==> src/rtl/ps2_tx_bank_if.sv <==
// Host-side bus of the PS/2 transmitter bank. Carries the per-channel write strobes, write data
// and inhibit inputs, and returns the FIFO status and the PS/2 line outputs.
interface ps2_tx_bank_if #(
  parameter int NCH = 2
) ();
  logic [NCH-1:0]   wr;
  logic [8*NCH-1:0] din;
  logic [NCH-1:0]   inhibit;
  logic [NCH-1:0]   full;
  logic [NCH-1:0]   overflow;
  logic [NCH-1:0]   busy;
  logic [NCH-1:0]   ps2_clk;
  logic [NCH-1:0]   ps2_data;

  modport master (
    output wr, din, inhibit,
    input  full, overflow, busy, ps2_clk, ps2_data
  );

  modport slave (
    input  wr, din, inhibit,
    output full, overflow, busy, ps2_clk, ps2_data
  );
endinterface

==> src/rtl/ps2_tx_bank.sv <==
// Bank of NCH independent PS/2 device-side transmitters. Each channel has its own byte FIFO
// and frame FSM; all channels step on one shared, free-running PS/2 clock divider.
module ps2_tx_bank #(
  parameter int NCH    = 2,
  parameter int DEPTH  = 8,
  parameter int PS2DIV = 100
) (
  input  logic         clk_sys,
  input  logic         reset,
  ps2_tx_bank_if.slave bus
);
  localparam int AW = $clog2(DEPTH);
  localparam int CW = $clog2(PS2DIV);
  localparam logic [AW:0]   PTR_ONE  = (AW + 1)'(1);
  localparam logic [CW-1:0] DIV_LAST = CW'(PS2DIV - 1);

  // State names follow the bit currently on the data line.
  typedef enum logic [3:0] {
    ST_IDLE  = 4'd0,
    ST_START = 4'd1,
    ST_D0    = 4'd2,
    ST_D1    = 4'd3,
    ST_D2    = 4'd4,
    ST_D3    = 4'd5,
    ST_D4    = 4'd6,
    ST_D5    = 4'd7,
    ST_D6    = 4'd8,
    ST_D7    = 4'd9,
    ST_PAR   = 4'd10,
    ST_STOP  = 4'd11
  } state_t;

  logic [CW-1:0] div_cnt;
  logic          clk_ps2;
  logic          tick;

  // tick marks the system cycle whose closing edge raises clk_ps2.
  assign tick = (div_cnt == DIV_LAST) && !clk_ps2;

  // NOTE: sequential state uses non-blocking assignments so every register samples pre-edge values.
  always_ff @(posedge clk_sys) begin
    if (reset) begin
      div_cnt <= '0;
      clk_ps2 <= 1'b0;
    end else if (div_cnt == DIV_LAST) begin
      div_cnt <= '0;
      clk_ps2 <= ~clk_ps2;
    end else begin
      div_cnt <= div_cnt + CW'(1);
    end
  end

  for (genvar i = 0; i < NCH; i++) begin : g_ch
    logic [7:0]  mem [DEPTH];
    logic [AW:0] wptr, rptr;
    logic        fifo_full, fifo_empty, push, pop, ovf_q;
    logic        wr_i, inh_i;
    logic [7:0]  din_i, head;
    state_t      state_q, state_d;
    logic [7:0]  shift_q, shift_d;
    logic        parity_q, parity_d;
    logic        data_q, data_d;

    assign wr_i  = bus.wr[i];
    assign inh_i = bus.inhibit[i];
    assign din_i = bus.din[8*i +: 8];
    assign head  = mem[rptr[AW-1:0]];

    // The extra pointer bit tells a full FIFO from an empty one.
    assign fifo_empty = (wptr == rptr);
    assign fifo_full  = (wptr[AW] != rptr[AW]) && (wptr[AW-1:0] == rptr[AW-1:0]);

    // A completing frame frees its slot in the same cycle, so a write to a full FIFO still lands.
    assign pop  = tick && (state_q == ST_STOP);
    assign push = wr_i && (!fifo_full || pop);

    // NOTE: the byte storage has no reset; the pointers alone decide which entries are valid.
    always_ff @(posedge clk_sys) begin
      if (push) mem[wptr[AW-1:0]] <= din_i;
    end

    always_ff @(posedge clk_sys) begin
      if (reset) begin
        wptr  <= '0;
        rptr  <= '0;
        ovf_q <= 1'b0;
      end else begin
        if (push) wptr <= wptr + PTR_ONE;
        if (pop)  rptr <= rptr + PTR_ONE;
        if (wr_i && fifo_full && !pop) ovf_q <= 1'b1;
      end
    end

    always_ff @(posedge clk_sys) begin
      if (reset) begin
        state_q  <= ST_IDLE;
        shift_q  <= '0;
        parity_q <= 1'b0;
        data_q   <= 1'b1;
      end else begin
        state_q  <= state_d;
        shift_q  <= shift_d;
        parity_q <= parity_d;
        data_q   <= data_d;
      end
    end

    always_comb begin
      // NOTE: every output of this block gets a default first so no latch is inferred.
      state_d  = state_q;
      shift_d  = shift_q;
      parity_d = parity_q;
      data_d   = data_q;
      if (tick) begin
        case (state_q)
          ST_IDLE: begin
            if (!fifo_empty && !inh_i) begin
              shift_d  = head;
              parity_d = 1'b1;
              data_d   = 1'b0;
              state_d  = ST_START;
            end
          end
          ST_START, ST_D0, ST_D1, ST_D2, ST_D3, ST_D4, ST_D5, ST_D6, ST_D7: begin
            // Aborted bytes stay at the FIFO head and restart from their start bit.
            if (inh_i) begin
              data_d  = 1'b1;
              state_d = ST_IDLE;
            end else if (state_q == ST_D7) begin
              data_d  = parity_q;
              state_d = ST_PAR;
            end else begin
              data_d   = shift_q[0];
              shift_d  = {1'b0, shift_q[7:1]};
              parity_d = parity_q ^ shift_q[0];
              state_d  = state_t'(state_q + 4'd1);
            end
          end
          ST_PAR: begin
            data_d  = 1'b1;
            state_d = ST_STOP;
          end
          ST_STOP: begin
            data_d  = 1'b1;
            state_d = ST_IDLE;
          end
          default: begin
            data_d  = 1'b1;
            state_d = ST_IDLE;
          end
        endcase
      end
    end

    assign bus.full[i]     = fifo_full;
    assign bus.overflow[i] = ovf_q;
    assign bus.busy[i]     = (state_q != ST_IDLE);
    assign bus.ps2_clk[i]  = clk_ps2 | (state_q == ST_IDLE);
    assign bus.ps2_data[i] = data_q;
  end
endmodule

==> src/flat_wrapper.sv <==
// flat-port wrapper written by rule: the top's interface ports become plain ports
module ps2_tx_bank_flat 
#(
  parameter int NCH    = 2,
  parameter int DEPTH  = 8,
  parameter int PS2DIV = 100
)
  (clk_sys, reset, bus_wr, bus_din, bus_inhibit, bus_full, bus_overflow, bus_busy, bus_ps2_clk, bus_ps2_data);
  ps2_tx_bank_if #(.NCH(NCH)) bus_i ();
  input  logic clk_sys;
  input  logic reset;
  input wire logic [$bits(bus_i.wr)-1:0] bus_wr;
  input wire logic [$bits(bus_i.din)-1:0] bus_din;
  input wire logic [$bits(bus_i.inhibit)-1:0] bus_inhibit;
  output wire logic [$bits(bus_i.full)-1:0] bus_full;
  output wire logic [$bits(bus_i.overflow)-1:0] bus_overflow;
  output wire logic [$bits(bus_i.busy)-1:0] bus_busy;
  output wire logic [$bits(bus_i.ps2_clk)-1:0] bus_ps2_clk;
  output wire logic [$bits(bus_i.ps2_data)-1:0] bus_ps2_data;
  assign bus_i.wr = bus_wr;
  assign bus_i.din = bus_din;
  assign bus_i.inhibit = bus_inhibit;
  assign bus_full = bus_i.full;
  assign bus_overflow = bus_i.overflow;
  assign bus_busy = bus_i.busy;
  assign bus_ps2_clk = bus_i.ps2_clk;
  assign bus_ps2_data = bus_i.ps2_data;
  ps2_tx_bank #(.NCH(NCH), .DEPTH(DEPTH), .PS2DIV(PS2DIV)) u_core (.clk_sys(clk_sys), .reset(reset), .bus(bus_i));
endmodule
==> config.mk <==
export PLATFORM = sky130hd
export DESIGN_NAME = ps2_tx_bank_flat
export DESIGN_NICKNAME = d
export VERILOG_FILES = /design/src/rtl/ps2_tx_bank_if.sv /design/src/rtl/ps2_tx_bank.sv /design/src/flat_wrapper.sv
export SDC_FILE = /design/constraint.sdc
export NUM_CORES = 1
export LEC_CHECK = 0
export CORE_ASPECT_RATIO = 0.8
export CORE_UTILIZATION = 28
export CTS_BUF_LIST = sky130_fd_sc_hd__clkbuf_8
export DETAILED_ROUTE_END_ITERATION = 16
export GPL_ROUTABILITY_DRIVEN = 0
export PLACE_DENSITY = 0.54
export SLEW_MARGIN = 20
export SYNTH_ARGS = -nofsm -noshare
export SYNTH_HDL_FRONTEND = slang
export SYNTH_SLANG_ARGS = --single-unit
==> constraint.sdc <==
create_clock -name clk_sys -period 2.85 [get_ports clk_sys]
set_input_delay 0.57 -clock clk_sys [delete_from_list [all_inputs] [get_ports clk_sys]]
set_output_delay 0.57 -clock clk_sys [all_outputs]
set_load 0.1 [all_outputs]
Word level (Yosys, flattened, before mapping):

Memory sizes are Yosys's and may differ from the RTL's. A register that Yosys moved wholly into a read port is not among the register bits.
Cells that the tools add are included.

* add/sub/neg operators: 7
* equal/unequal tests: 35
* multiplexer cells: 40
* bitwise operators: 5
* reduce and logical (&&, ||, !) cells: 37

Operator list (number)
* 2-to-1 mux 8 bit: 6
* == test 4 x 3 -> 1 bit, second input constant: 8
* == test 4 bit, second input constant: 8
* one-hot mux 8 bit (2 select lines): 2
* adder 4 x 1 -> 4 bit, second input constant: 6
* 2-to-1 mux 4 bit: 6
* one-hot mux 4 bit (3 select lines): 2
* OR reduction 9 bit: 2
* == test 4 x 2 -> 1 bit, second input constant: 4
* 2-to-1 mux 1 bit: 16
* logical AND 1 bit: 13
* 2-to-1 mux 3 bit: 4
* AND reduction 5 bit: 2
* zero test 1 bit: 9
* == test 4 x 1 -> 1 bit, second input constant: 2
* == test 4 bit: 2
* zero test 4 bit: 2
* != test 2 bit, second input constant: 4
* one-hot mux 1 bit (2 select lines): 4
* nonzero test 4 bit: 2
* adder 7 x 1 -> 7 bit, second input constant: 1
* == test 7 bit, second input constant: 1
* == test 3 bit: 2
* != test 2 x 1 -> 1 bit, second input constant: 2
* 8 further kinds: 14

* register bits: 54
* memory bits (writable): 128
* bits of input ports: 22
* output and inout port bits: 10
* word-level logic and storage cells: 142
* memories kept: 2

Memories
* u_core.g_ch[0].mem: words 8, width 8, rd ports 1, clocked after Yosys merged registers in 1, wr ports 1, line ps2_tx_bank.sv:54 `logic [7:0] mem [DEPTH];`
* u_core.g_ch[1].mem: words 8, width 8, rd ports 1, clocked after Yosys merged registers in 1, wr ports 1, line ps2_tx_bank.sv:54

Longest topological paths before layout:

Gate-level depths: netlist of the first run.

* word-level depth: 7
* depth in mapped cells: 9
* gate-level depth less buffers: 7

Worst setup path after synthesis of the first run:

OpenSTA, ideal clock, no wires.

* path kind: flip-flop to output port
* start: register u_core.g_ch[1].state_q[0]
* end: output bus_ps2_clk[1]
* arrival time: 2.263 ns
* required time: 2.280 ns
* setup slack: 0.017 ns
* stages on the path, launching flop included: 6
* buffers on the path: 0
* cell sequence: dfxtp_1 -> inv_1 -> ha_1 -> nor3b_1 -> inv_1 -> nand2b_1

* cells in the longest elaborated chain, start to end: 2

Ends and longest elaborated chain
* start, declared: line ps2_tx_bank.sv:59 `state_t state_q, state_d;`
* start signal, assigned: line ps2_tx_bank.sv:101 `state_q <= state_d;`
* zero test 4 bit: line ps2_tx_bank.sv:158 `assign bus.ps2_clk[i] = clk_ps2 | (state_q == ST_IDLE);`
* OR 1 bit: line ps2_tx_bank.sv:158
* end, declared: line flat_wrapper.sv:18 `output wire logic [$bits(bus_i.ps2_clk)-1:0] bus_ps2_clk;`

No other way between the ends.

Worst setup path in the final report of the first run:

* start: register u_core.g_ch[0].state_q[0]
* end: output bus_ps2_clk[0]

* cells in the longest elaborated chain, start to end: 2

Ends and longest elaborated chain (line)
* start, declared: ps2_tx_bank.sv:59
* start signal, assigned: ps2_tx_bank.sv:101
* zero test 4 bit: ps2_tx_bank.sv:158
* OR 1 bit: ps2_tx_bank.sv:158

No other way between the ends.

==> results of run 1 <==
==> cells in the final DEF (no fill, tap or decap), types with 9 or more instances in the layout <==
| master | instances |
|---|---|
| a2111oi_0 | 14 |
| a211oi_1 | 15 |
| a21oi_1 | 31 |
| a22o_1 | 9 |
| buf_4 | 36 |
| clkbuf_8 | 17 |
| clkdlybuf4s50_1 | 20 |
| dfxtp_1 | 59 |
| edfxtp_1 | 128 |
| ha_1 | 13 |
| mux2_2 | 15 |
| mux2i_1 | 48 |
| nand2b_1 | 12 |
| nor2_1 | 40 |
| nor2b_1 | 12 |
| nor3_1 | 14 |
| o21ai_0 | 9 |
| xnor2_1 | 15 |
==> critical path, cell delays in order (launching register included) <==
cell      delay (ps)
dfxtp_1          370
inv_1            110
ha_1             210
or3b_1           540
nand2b_1         200
buf_12           190
==> what timing repair did <==
| action | 4_1_cts | 5_1_grt |
|---|---|---|
| hold buffers | 0 | 0 |
| setup endpoints to repair | 0 | 2 |
| gates resized for setup | 0 | 2 |
==> registers in the layout (all words and copies together) (netlist names), named ones only <==
signal and flops:
u_core.clk_ps2 1, u_core.g_ch.shift_q 16, u_core.g_ch.state_q 8, u_core.g_ch.wptr 8
u_core.g_ch.data_q 2, u_core.g_ch.rptr 8, u_core.g_ch.ovf_q 2, u_core.g_ch.mem 128
u_core.g_ch.parity_q 2, u_core.div_cnt 7
==> final cells by class <==
cell class | count | share of cell area [%]
sequential | 188 | 53.8
timing repair buffer | 62 | 6.13
clock buffer | 17 | 2.49
inverter | 8 | 0.320
multi-input combinational | 367 | 30.4
tap | 370 | 4.93
clock inverter | 15 | 1.96
==> cell usage after synthesis (9+ instances only) <==
| cell type | count | share of area [%] |
|---|---|---|
| a2111oi_0 | 15 | 1.6 |
| a211oi_1 | 15 | 1.4 |
| a21oi_1 | 31 | 1.9 |
| a22o_1 | 9 | 0.97 |
| buf_2 | 15 | 0.92 |
| buf_4 | 11 | 1.0 |
| clkbuf_1 | 12 | 0.55 |
| dfxtp_1 | 60 | 15 |
| edfxtp_1 | 128 | 47 |
| ha_1 | 13 | 2.0 |
| mux2_2 | 15 | 2.1 |
| mux2i_1 | 48 | 5.9 |
| nand2b_1 | 12 | 0.92 |
| nor2_1 | 40 | 1.8 |
| nor2b_1 | 12 | 0.92 |
| nor3_1 | 14 | 0.86 |
| o21ai_0 | 9 | 0.55 |
| xnor2_1 | 15 | 1.6 |
==> power breakdown <==
| group | switching, uW | total [uW] | internal (uW) |
|---|---|---|---|
| clock | 1100 | 1780 | 685 |
| combinational | 130 | 226 | 96.3 |
| sequential | 30.4 | 3000 | 2970 |
==> per-layer routing <==
layer / routed length, um / vias up / part of all wire (%)
met5: 0 / - / 0
met4: 228 / 0 / 1.4
met3: 616 / 18 / 3.7
met2: 6620 / 66 / 40
met1: 8990 / 2405 / 55
li1: - / 2409 / -
==> cell families (layout without fill, tap and decap cells) <==
family / Yosys count / after routing / synth area share, %
xor+xnor: 23 / 23 / 2.47
flops: 188 / 188 / 61.9
compound gates: 127 / 127 / 11.6
mux: 67 / 67 / 9.07
simple gates: 137 / 137 / 9.55
buf+inv: 51 / 102 / 3.47
fa+ha+maj: 13 / 13 / 2.00
==> stage by stage <==
stage          area, um2  total power (uW)
6_report            9380              5010
5_1_grt             9380              5170
4_1_cts             9380              5060
3_5_place_dp        8960              3290
3_3_place_gp        8960              3280
2_1_floorplan       8150              3170
==> path summary, 6_finish.rpt <==
check	end	cells after the start	slack, ps
worst max register to register	u_core.g_ch[1].shift_q[3]	9	280
worst max-delay path	bus_ps2_clk[0]	5	200
worst min-delay path	u_core.div_cnt[0]	1	450
worst min register to register	u_core.div_cnt[0]	1	450
==> metrics.md, run 1 <==
| Metric | Value |
|---|---|
| Die Area | `0.0298 mm2` |
| RSZ-0062 raised after global routing | `no` |
| TritonRoute pass-1 iters | `10` |
| Met2 usage | `15.1%` |
| Vias post-DR | `4898` |
| Number of port buffers | `31` |
| Ys Warns | `0` |
| All-layer global routing usage | `between 10 and 15%` |
| Kind of critical path | `flop to output pin` |
| Worst slack, placed | `roughly 240 ps` |
| Hold Path Class | `flop to flop` |
| Synth cell types | `65` |
| Hold Crit Start | `u_core.div_cnt[0]` |
| Post-layout nets | `679` |
| Num CTS Buffers | `17` |
| Worst-Margin Slew | `652 ps` |
| CTS HTree Levels | `4` |
| Area taken by multi-input logic gates | `around 0.0028 mm2` |
| Clk pin slew, worst setup/hold paths | `100 ps` |
| # DRC | `2` |
| Count of final hold-check violations | `0` |
| Drt total wl | `~16000 um` |
| Worst setup SP type | `flop` |
| Pwr dens | `534 mW/mm2` |
| Crit. End Element | `output pin` |
| Core area | `between 0.02 and 0.03 mm2` |
| Initial Util | `28.7%` |
| Layout area overhead | `15.1%` |
| Reg-to-Reg Start | `u_core.g_ch[1].state_q[1]` |
| Max-slew headroom at the worst pin | `56.4%` |
| Slew Limit Fails | `0` |
| CTS Sinks | `188` |
| Setup bufs post-CTS | `0` |
| Inst Count DP | `995` |
| Synth Net Count | `641` |
| FF+latch area | `0.00505 mm2` |
| Tmin final | `2650 ps` |
| Fin cells | `1027` |
| Synthesized area per cell | `13.5 um2` |
| WL/cell | `16.0 um` |
| Die H | `roughly 150 um` |
| # diodes | `0` |
| Vias per std cell | `approximately 4.8` |
| Setup Skew | `20.7 ps` |
| DRT antenna net count | `0` |
| Die Width | `193 um` |
| First-pass GRT wire length | `26100 um` |
| Dpl hpwl | `11300 um` |
| IO Pins | `32` |
| Clk_lat worst skew | `between 400 and 500 ps` |
| Fillcell total | `2768` |
| Fmax | `377 MHz` |
| Vias in the first global route | `4672` |
| GRT met1 Usage | `17.8%` |
| Post-route setup slack | `between 150 and 200 ps` |
| Critical Path RT | `approximately 2300 ps` |
| Largest net degree at the start of global routing | `38` |
| Status | `complete, but fails checks` |
| Yosys reg bits | `188` |
| CTS tree | `built` |
| CTS root buf | `clkbuf_8` |
| Clock Tree Buf Depth | `2` |
| Initial antenna violation count | `0` |
| DRT iter0 DRCs | `approximately 360` |
| Fraction of layout cells with a size suffix above 1 | `17.2%` |
| VDD IR max | `0.000243 V` |
| Tcrit/Tclk final | `93.1%` |
| Setup_tns | `0 ps` |
| GR met3 Demand/Resource | `2.47%` |
| Cell area after synthesis | `0.00815 mm2` |
| Worst hold margin | `roughly 450 ps` |
| GR peak layer | `met1` |
| Total gr overflow | `0` |
| Number of enable flip-flop cells after synthesis | `about 130` |
| Worst setup path startpoint | `u_core.g_ch[0].state_q[0]` |
| Final setup fails | `0` |
| WP data arrival | `2080 ps` |
| Max-Cap Viols | `0` |
| Final Util | `approximately a third` |
| Failing checks | `design-rule violations` |
| Sequential area share after synthesis | `61.9%` |
| CP max FO | `6` |
| LEAKAGE | `a little over 0.003 uW` |
| Synth Flop Type | `edfxtp_1` |
| Post-Synthesis Cells | `606` |
| Async S/R FF share, synth | `0%` |
| Num rows | `55` |
Note: power is estimated with default switching activity, not from simulation.
==> run 2: changes to the inputs <==
--- a/config.mk
+++ b/config.mk
@@ -6,11 +6,11 @@
 export NUM_CORES = 1
 export LEC_CHECK = 0
 export CORE_ASPECT_RATIO = 0.8
-export CORE_UTILIZATION = 28
+export CORE_UTILIZATION = 57
 export CTS_BUF_LIST = sky130_fd_sc_hd__clkbuf_8
 export DETAILED_ROUTE_END_ITERATION = 16
 export GPL_ROUTABILITY_DRIVEN = 0
-export PLACE_DENSITY = 0.54
+export PLACE_DENSITY = 0.88
 export SLEW_MARGIN = 20
 export SYNTH_ARGS = -nofsm -noshare
 export SYNTH_HDL_FRONTEND = slang
==> metrics.md, run 2 (same netlist as run 1, synthesis figures left out) <==
| Metric | Value |
|---|---|
| Status | `completed (was complete, but fails checks)` |
| Hold EP | `u_core.div_cnt[0] (unchanged)` |
| Slew Limit Fails | `0 (unchanged)` |
| Dpl hpwl | `11100 um (was 11300 um)` |
| Slowest CP cell | `nor3b_1 (was or3b_1)` |
| DRT antenna net count | `0 (unchanged)` |
| Crit path buf inv count | `3 (was 2)` |
| Die Width | `136 um (was 193 um)` |
| Worst-path cell chain | `inv_1, ha_1, nor3b_1, inv_1, nand2b_1, buf_12 (was inv_1, ha_1, or3b_1, nand2b_1, buf_12)` |
| Reg-to-reg slack, setup | `390 ps (was 280 ps)` |
| Reg-to-Reg Start | `u_core.g_ch[1].state_q[1] (unchanged)` |
| Core area | `0.0137 mm2 (was 0.0284 mm2)` |
| Hold Crit Start | `u_core.div_cnt[0] (unchanged)` |
| TritonRoute pass-1 iters | `5 (was 10)` |
| Drt total wl | `16400 um (was 16500 um)` |
| Die Area | `0.0148 mm2 (was 0.0298 mm2)` |
| Layout area overhead | `11.3% (was 15.1%)` |
| Most common cell after layout, fill and taps aside | `edfxtp_1 (unchanged)` |
| CTS Sinks | `188 (unchanged)` |
| CP dominant cell by count | `inv_1` |
| CTS HTree Levels | `4 (unchanged)` |
| Post-layout nets | `674 (was 679)` |
| IO Pins | `32 (unchanged)` |
| Critical Path RT | `2280 ps (about the same)` |
| Initial Util | `59.3% (was 28.7%)` |
| Number of port buffers | `31 (unchanged)` |
| Hold_buf cts | `0 (unchanged)` |
| Worst hold margin | `454 ps (was 446 ps)` |
| Max reg flops | `128 (unchanged)` |
| Clk pin slew, worst setup/hold paths | `90 ps (was 100 ps)` |
| FF+latch area | `0.00504 mm2 (was 0.00505 mm2)` |
| Die H | `109 um (was 155 um)` |
| WL/cell | `19.8 um (was 16.0 um)` |
| Final Util | `66.0% (was 33.0%)` |
| Hold Path Class | `flop to flop (unchanged)` |
| CP max stage delay | `480 ps (was 540 ps)` |
| Fillcell total | `916 (was 2768)` |
| Num rows | `38 (was 55)` |
| Fin cells | `831 (was 1027)` |
| Reg-to-Reg End | `u_core.g_ch[1].shift_q[2] (was u_core.g_ch[1].shift_q[3])` |
| Clock Tree Buf Depth | `2 (unchanged)` |
| CP max FO | `5 (was 6)` |
| # diodes | `0 (unchanged)` |
| Tmin final | `2670 ps (was 2650 ps)` |
| Setup bufs post-CTS | `0 (unchanged)` |
| Most frequent cells in the layout | `edfxtp_1 (128), dfxtp_1 (60), mux2i_1 (48) (was edfxtp_1 (128), dfxtp_1 (59), mux2i_1 (48))` |
| Tot Pwr | `4960 uW (was 5010 uW)` |
| Kind of critical path | `flop to output pin (unchanged)` |
| CTS tree | `built (unchanged)` |
| Max-slew headroom at the worst pin | `48.4% (was 56.4%)` |
| Inst Count DP | `800 (was 995)` |
| CTS root buf | `clkbuf_8 (unchanged)` |
| Worst setup SP type | `flop (unchanged)` |
| WP data arrival | `2100 ps (was 2080 ps)` |
| Vias in the first global route | `4935 (was 4672)` |
| Fraction of layout cells with a size suffix above 1 | `16.3% (was 17.2%)` |
| Num CTS Buffers | `17 (unchanged)` |
| Tcrit/Tclk final | `93.6% (was 93.1%)` |
| Total gr overflow | `0 (unchanged)` |
| Largest net degree at the start of global routing | `38 (unchanged)` |
| Setup Skew | `14.7 ps (was 20.7 ps)` |
| VDD IR max | `0.000370 V (was 0.000243 V)` |
| Vias per std cell | `6.18 (was 4.77)` |
| RSZ-0062 raised after global routing | `no (unchanged)` |
| Clk_lat worst skew | `470 ps (was 480 ps)` |
| Cts repair resizes | `0 (unchanged)` |
| Vias post-DR | `5133 (was 4898)` |
| Count of final hold-check violations | `0 (unchanged)` |
| Fmax | `375 MHz (was 377 MHz)` |
| Crit-path leading delay family | `simple AND/OR/NAND/NOR gates (unchanged)` |
| LEAKAGE | `0.00299 uW (was 0.00303 uW)` |
| Area taken by multi-input logic gates | `0.00287 mm2 (was 0.00285 mm2)` |
| Crit path depth | `6 (was 5)` |
| Setup_tns | `0 ps (unchanged)` |
| First-pass GRT wire length | `25900 um (was 26100 um)` |
| Crit. End Element | `output pin (unchanged)` |
| Initial antenna violation count | `0 (unchanged)` |
| Max-Cap Viols | `0 (unchanged)` |
| All-layer global routing usage | `23.6% (was 11.5%)` |
| # DRC | `0 (was 2)` |
| Final setup fails | `0 (unchanged)` |
| FF-to-FF path depth | `8 (was 9)` |
| DRT iter0 DRCs | `543 (was 362)` |
| Worst-Margin Slew | `768 ps (was 652 ps)` |
| Pwr dens | `547 mW/mm2 (was 534 mW/mm2)` |
| Worst hold path depth | `1 (unchanged)` |
run 2: metrics by stage:
stage               setup WS, ps  cell area (um2)
finish                       183             9070
global route                16.1             9070
CTS                          147             9040
detailed placement          24.4             8650
global placement             150             8650
floorplan                   16.5             8150
run 2: how the worst max path moves through the flow:
| stage | endpoint | slack, ps | start |
|---|---|---|---|
| 3_3_place_gp | u_core.g_ch[1].mem[1][1] | 150 | bus_wr[1] |
| 4_1_cts | bus_ps2_clk[1] | 150 | u_core.g_ch[1].state_q[0] |
| 5_1_grt | bus_ps2_clk[1] | 20 | u_core.g_ch[1].state_q[0] |
| 2_1_floorplan | bus_ps2_clk[1] | 20 | u_core.g_ch[1].state_q[0] |
| 3_5_place_dp | u_core.g_ch[1].mem[5][1] | 20 | bus_wr[1] |
| 6_report | bus_ps2_clk[1] | 180 | u_core.g_ch[1].state_q[0] |
run 2: worst register-to-register path, stage by stage (launching register included):
cell       delay [ps]
dfxtp_1           390
inv_1             100
ha_1              240
nor3_1            320
a22oi_1           150
buf_4             220
a2111oi_0         560
a21oi_1           100
a311oi_1          300
run 2: layout make-up:
type | instances | area share, %
Sequential cell | 188 | 55.6
Timing Repair Buffer | 57 | 5.66
Tap cell | 180 | 2.48
Clock inverter | 14 | 1.71
Multi-Input combinational cell | 367 | 31.6
Clock buffer | 17 | 2.58
Inverter | 8 | 0.331
run 2: power by group:
group,switching [uW],leakage (uW),internal (uW)
combinational,140,0.00115,95.9
sequential,24.4,0.00165,2970
clock,1010,0.000201,728
run 2: routing by layer:
layer  track usage, %  wire, um  up-vias
met1             33.2      7140     2518
li1                 -         -     2402
met5                0         0        -
met4             7.54       246        0
met2             36.1      7740      193
met3             6.00      1300       20
